<file path="config.mk">
export PLATFORM = sky130hd
export DESIGN_NAME = alu_seq
export DESIGN_NICKNAME = d
export VERILOG_FILES = /design/src/rtl/alu_seq.sv
export SDC_FILE = /design/constraint.sdc
export NUM_CORES = 1
export LEC_CHECK = 0
export ABC_AREA = 1
export CORE_AREA = 3 3 88 90
export DETAILED_ROUTE_END_ITERATION = 6
export DIE_AREA = 0 0 91 93
export GPL_ROUTABILITY_DRIVEN = 1
export PLACE_DENSITY = 0.7
export SLEW_MARGIN = 20
export SYNTH_ARGS = -nofsm -noshare
export SYNTH_HDL_FRONTEND = slang
export SYNTH_SLANG_ARGS = --single-unit
</file>
<file path="constraint.sdc">
create_clock -name clk -period 1.3 [get_ports clk]
set_input_delay 0.26 -clock clk [delete_from_list [all_inputs] [get_ports clk]]
set_output_delay 0.26 -clock clk [all_outputs]
set_load 0.05 [all_outputs]
</file>
<file path="src/rtl/alu_seq.sv">
// alu_seq: execute-stage sequencer in front of an 8-bit combinational ALU.
// Accepts one instruction, registers the ALU operands, captures the result one
// cycle later, writes it back to A or X, and holds it until downstream takes it.
module alu_seq #(
  parameter logic [7:0] RESET_A   = 8'd0,
  parameter logic [7:0] RESET_X   = 8'd0,
  parameter bit         DIV_CHECK = 1'b1
) (
  input  logic        clk,
  input  logic        rst,
  input  logic        in_valid,
  output logic        in_ready,
  input  logic [15:0] in_insn,
  output logic [7:0]  alu_i1,
  output logic [7:0]  alu_i2,
  output logic [3:0]  alu_op,
  input  logic [7:0]  alu_o,
  output logic        out_valid,
  input  logic        out_ready,
  output logic [7:0]  out_data,
  output logic        out_dst,
  output logic        out_err,
  output logic [7:0]  a_reg,
  output logic [7:0]  x_reg,
  output logic [15:0] retired
);

  typedef enum logic [1:0] {IDLE, EXEC, RESP} state_t;

  state_t state, state_n;

  // Instruction field decode
  logic [3:0] op;
  logic       src, dst;
  logic [1:0] rsv;
  logic [7:0] imm, opnd2;
  logic       trap;
  logic       trap_q, dst_q;

  assign op    = in_insn[15:12];
  assign src   = in_insn[11];
  assign dst   = in_insn[10];
  assign rsv   = in_insn[9:8];
  assign imm   = in_insn[7:0];
  assign opnd2 = src ? x_reg : imm;
  // Illegal opcodes are exactly those with op[3] set (8..15).
  assign trap  = op[3] | (|rsv) | (DIV_CHECK && (op == 4'd4) && (opnd2 == 8'd0));

  // Accept only from IDLE; deliberately independent of in_valid.
  assign in_ready = (state == IDLE);

  // State register
  always_ff @(posedge clk) begin
    if (rst) state <= IDLE;
    else     state <= state_n;
  end

  // Next-state: IDLE -> EXEC -> RESP -> IDLE
  always_comb begin
    state_n = state;
    case (state)
      IDLE:    if (in_valid) state_n = EXEC;
      EXEC:    state_n = RESP;
      RESP:    if (out_ready) state_n = IDLE;
      default: state_n = IDLE;
    endcase
  end

  // Datapath: operand capture, writeback, response register, retire counter
  always_ff @(posedge clk) begin
    if (rst) begin
      a_reg     <= RESET_A;
      x_reg     <= RESET_X;
      retired   <= 16'd0;
      alu_i1    <= 8'd0;
      alu_i2    <= 8'd0;
      alu_op    <= 4'd0;
      trap_q    <= 1'b0;
      dst_q     <= 1'b0;
      out_valid <= 1'b0;
      out_data  <= 8'd0;
      out_dst   <= 1'b0;
      out_err   <= 1'b0;
    end else begin
      case (state)
        IDLE: if (in_valid) begin
          alu_op <= op;
          alu_i1 <= dst ? x_reg : a_reg;
          alu_i2 <= opnd2;
          trap_q <= trap;
          dst_q  <= dst;
        end
        EXEC: begin
          out_valid <= 1'b1;
          out_dst   <= dst_q;
          out_err   <= trap_q;
          if (trap_q) begin
            out_data <= 8'd0;
          end else begin
            out_data <= alu_o;
            if (dst_q) x_reg <= alu_o;
            else       a_reg <= alu_o;
            if (retired != 16'hFFFF) retired <= retired + 16'd1;
          end
        end
        RESP: if (out_ready) out_valid <= 1'b0;
        default: ;
      endcase
    end
  end

endmodule

</file>
==> run_summary.xml <==
<?xml version="1.0" encoding="UTF-8"?>
<metrics>
  <group name="sta">
    <metric name="layout_setup_ws" unit="ns">-0.0967</metric>
    <metric name="post-route-min-period" unit="ns">1.40</metric>
    <metric name="final_hold_viol_count" unit="">0</metric>
    <metric name="fin_crit_sh" unit="%">107</metric>
    <metric name="fmaxAchievable" unit="GHz">0.716</metric>
    <metric name="maxSlewViolCount" unit="">0</metric>
    <metric name="worst_slew_pin_slew" unit="ns">0.319</metric>
    <metric name="max_slew_margin" unit="%">78.6</metric>
    <metric name="fin_worst_hold_slack" unit="ns">0.484</metric>
    <metric name="timing.clock.skew" unit="ns">0.00681</metric>
    <metric name="aggregate_negative_setup_slack" unit="ns">-0.884</metric>
    <metric name="grt_setup_unrepaired" unit="">yes</metric>
    <metric name="setup_viol" unit="">16</metric>
  </group>
  <group name="clock_tree">
    <metric name="clock_tree.htree_level_count" unit="">3</metric>
    <metric name="clock-root-buffer" unit="">sky130_fd_sc_hd__clkbuf_8</metric>
    <metric name="cts_hold_repair.buffers" unit="">0</metric>
    <metric name="tritoncts" unit="">done</metric>
    <metric name="clock_latency" unit="ns">0.34</metric>
    <metric name="path_clk_slew" unit="ns">0.07</metric>
    <metric name="tritoncts.num_buffers" unit="">9</metric>
    <metric name="clockBufferDepth" unit="">2</metric>
    <metric name="tritoncts_num_sinks" unit="">67</metric>
  </group>
  <group name="global_route">
    <metric name="first_global_vias" unit="">3157</metric>
    <metric name="globalRoute.totalOverflow" unit="">0</metric>
    <metric name="antenna_found_initial" unit="">0</metric>
    <metric name="wire_length_of_the_first_global_routing_pass" unit="um">14700</metric>
    <metric name="globalRouteTotalUtil" unit="%">21.8</metric>
    <metric name="grt_start_max_net_pins" unit="">38</metric>
  </group>
  <group name="finish">
    <metric name="flow.area_growth_from_synthesis" unit="%">85.9</metric>
    <metric name="num-fill-cells" unit="">507</metric>
    <metric name="multi_input_area" unit="um2">1520</metric>
    <metric name="num-nets-final" unit="">569</metric>
    <metric name="most_used_cells_in_the_layout_excluding_fill_and_tap_cells" unit="">66 x sky130_fd_sc_hd__nand2_1, 65 x sky130_fd_sc_hd__buf_12, 54 x sky130_fd_sc_hd__nor2_1</metric>
    <metric name="mostFrequentLayoutCell" unit="">sky130_fd_sc_hd__nand2_1</metric>
    <metric name="post_route_cells_drive_above_1_share" unit="%">36.9</metric>
    <metric name="max_reg_flops" unit="">16</metric>
    <metric name="layout.cell_area.non_filler" unit="um2">5390</metric>
    <metric name="final_core_utilization" unit="%">75.6</metric>
    <metric name="seq_area" unit="um2">1390</metric>
    <metric name="insertedDiodeCount" unit="">0</metric>
    <metric name="largest-register" unit="">retired</metric>
  </group>
  <group name="outcome">
    <metric name="violations_in_the_final_reports" unit="">negative setup slack</metric>
    <metric name="run_status" unit="">finished with violations</metric>
  </group>
  <group name="die">
    <metric name="std_cell_rows" unit="">31</metric>
    <metric name="die_area" unit="um2">8460</metric>
    <metric name="die-width" unit="um">91</metric>
    <metric name="floorplan.die.height" unit="um">93</metric>
    <metric name="start_util" unit="%">40.7</metric>
    <metric name="boundaryPins" unit="">92</metric>
    <metric name="design.core.area" unit="um2">7140</metric>
  </group>
  <group name="power">
    <metric name="power_density" unit="nW/um2">1010</metric>
    <metric name="comb_power_share" unit="%">29.7</metric>
    <metric name="power.share.switching" unit="%">32.4</metric>
    <metric name="irDropWorstVdd" unit="V">0.000733</metric>
    <metric name="power.share.clock" unit="%">27.8</metric>
    <metric name="net-switching-power" unit="mW">1.76</metric>
    <metric name="p_int" unit="mW">3.67</metric>
    <metric name="design_power_total" unit="mW">5.43</metric>
    <metric name="seq_pwr_share" unit="%">42.5</metric>
    <metric name="power.static_leakage" unit="nW">2.16</metric>
  </group>
  <group name="logic_synthesis">
    <metric name="synth_nets" unit="">426</metric>
    <metric name="yosysUniqueCellTypes" unit="">28</metric>
    <metric name="syn_inst" unit="">397</metric>
    <metric name="postSynthAreaPerCell" unit="um2">7.31</metric>
    <metric name="post-synth-top-area-cell" unit="">sky130_fd_sc_hd__dfxtp_1</metric>
    <metric name="ys.warnings.count" unit="">0</metric>
    <metric name="ranking_of_synthesized_cells_by_area" unit="">sky130_fd_sc_hd__dfxtp_1 46%, sky130_fd_sc_hd__nand2_1 10%, sky130_fd_sc_hd__a21oi_1 8.5%, sky130_fd_sc_hd__nor2_1 7.6%, sky130_fd_sc_hd__o21ai_0 6.7%</metric>
    <metric name="flops_latches_synth" unit="">67</metric>
    <metric name="synth_largest_type_area_fraction" unit="%">46.2</metric>
    <metric name="mapped_cell_area" unit="um2">2900</metric>
    <metric name="seq_area_frac_synth" unit="%">46.2</metric>
  </group>
  <group name="setup_path">
    <metric name="critPathKind" unit="">register to register</metric>
    <metric name="cp_top_family" unit="">simple AND/OR/NAND/NOR gates</metric>
    <metric name="critPathMostFrequentCell" unit="">sky130_fd_sc_hd__nand3_4</metric>
    <metric name="path_cells" unit="">ha_4, nand2_4, nor2_4, nand3_4, buf_6, nand3_4, nand2_2, nand2_1, nor2_1</metric>
    <metric name="worst_setup_path_start_kind" unit="">register</metric>
    <metric name="end_kind" unit="">register</metric>
    <metric name="timing.critical_path.buf_inv" unit="">1</metric>
    <metric name="timing.critical_path.slowest_cell_delay" unit="ns">0.38</metric>
    <metric name="cp_max_fanout" unit="">4</metric>
    <metric name="required" unit="ns">1.54</metric>
    <metric name="arrival" unit="ns">1.63</metric>
    <metric name="cp_slowest_cell" unit="">sky130_fd_sc_hd__dfxtp_4</metric>
  </group>
  <group name="route">
    <metric name="drcViolationCount" unit="">0</metric>
    <metric name="wire_per_inst" unit="um">14.5</metric>
    <metric name="detailroute.via_count" unit="">3202</metric>
    <metric name="detail_route.wirelength" unit="um">9330</metric>
    <metric name="post_drt_via_cell_ratio" unit="">4.97</metric>
    <metric name="drtPass1Iterations" unit="">4</metric>
    <metric name="detail_route.iter0.violations" unit="">117</metric>
    <metric name="detail-route-antenna-nets" unit="">0</metric>
  </group>
  <group name="place">
    <metric name="placed_wire_length_estimate" unit="um">6560</metric>
    <metric name="finalWeightedCongestion" unit="">0.877</metric>
    <metric name="placed_area" unit="um2">4940</metric>
    <metric name="io_buffer_count" unit="">91</metric>
  </group>
  <group name="flow_run">
    <metric name="max_cap_violations" unit="">0</metric>
  </group>
  <group name="hold_path">
    <metric name="tightest_hold_check_type" unit="">input pin to register</metric>
  </group>
</metrics>
==> per-layer routing <==
metal | global-route usage (%) | share of wire [%]
met2 | 37.7 | 50
met3 | 7.16 | 7.6
met4 | 11.1 | 3.3
met5 | 0 | 0
met1 | 24.0 | 39
==> power groups by stage <==
stage / clock network (mW) / registers (mW) / logic [mW]
2_1_floorplan: 0 / 2.70 / 0.345
3_3_place_gp: 0 / 2.34 / 1.50
3_5_place_dp: 0 / 2.35 / 1.52
4_1_cts: 1.54 / 2.30 / 1.57
5_1_grt: 1.62 / 2.32 / 1.70
6_report: 1.51 / 2.31 / 1.62
==> layout make-up <==
class,count,area share [%]
timing repair buffer,148,37.7
multi-input combinational,277,28.2
sequential,67,25.8
inverter,37,2.95
clock buffer,13,2.76
tap,99,2.30
clock inverter,3,0.278
==> repair_timing <==
action	CTS	global route
buffers inserted	8	1
gates cloned	2	0
pin swaps	6	8
endpoints found under the setup margin	31	61
resized for setup	20	47
==> cell families after synthesis <==
logic type / share of synthesized area (%)
adder cells (fa/ha/maj): 0.431
buffers and inverters: 8.06
flip-flops: 46.2
AND/OR/NAND/NOR: 25.0
AO/OA/AOI/OAI: 17.9
XOR/XNOR: 2.41
==> Yosys cell counts <==
master / number
sky130_fd_sc_hd__a211oi_1: 7
sky130_fd_sc_hd__a21oi_1: 49
sky130_fd_sc_hd__a21oi_2: 1
sky130_fd_sc_hd__a31oi_1: 1
sky130_fd_sc_hd__buf_2: 7
sky130_fd_sc_hd__buf_4: 1
sky130_fd_sc_hd__buf_6: 2
sky130_fd_sc_hd__clkbuf_1: 8
sky130_fd_sc_hd__dfxtp_1: 67
sky130_fd_sc_hd__ha_1: 1
sky130_fd_sc_hd__inv_1: 35
sky130_fd_sc_hd__inv_2: 2
sky130_fd_sc_hd__nand2_1: 80
sky130_fd_sc_hd__nand2_2: 2
sky130_fd_sc_hd__nand2_4: 1
sky130_fd_sc_hd__nand3_1: 9
sky130_fd_sc_hd__nand3_2: 1
sky130_fd_sc_hd__nand3_4: 1
sky130_fd_sc_hd__nand3b_1: 2
sky130_fd_sc_hd__nand4_1: 3
sky130_fd_sc_hd__nor2_1: 59
sky130_fd_sc_hd__nor2_2: 2
sky130_fd_sc_hd__nor2_4: 4
sky130_fd_sc_hd__nor3_1: 2
sky130_fd_sc_hd__nor4_1: 1
sky130_fd_sc_hd__o21ai_0: 39
sky130_fd_sc_hd__o21ai_1: 2
sky130_fd_sc_hd__xor2_1: 8
==> worst reg2reg max path: cells and delay by family (launching register included) <==
| kind | cells | cell delay (ns) |
|---|---|---|
| AND/OR/NAND/NOR | 7 | 0.59 |
| buffers and inverters | 1 | 0.18 |
| adder cells (fa/ha/maj) | 1 | 0.15 |
| flip-flops | 1 | 0.38 |
==> final timing paths <==
check	startpoint	to	slack, ns	cells past startpoint
setup reg to reg	retired[1]	retired[13]	-0.1	9
hold / removal	in_insn[12]	alu_op[0]	0.48	3
setup / recovery	retired[1]	retired[13]	-0.1	9
hold reg to reg	out_data[4]	out_data[4]	0.50	2
==> per-stage QoR <==
step / std cells / setup slack [ns]
CTS: 644 / -0.100
global route: 644 / -0.152
finish: 644 / -0.0967
global placement: 618 / -0.180
detailed placement: 618 / -0.278
floorplan: 397 / -0.0855
(Power assumes the default switching activity.)
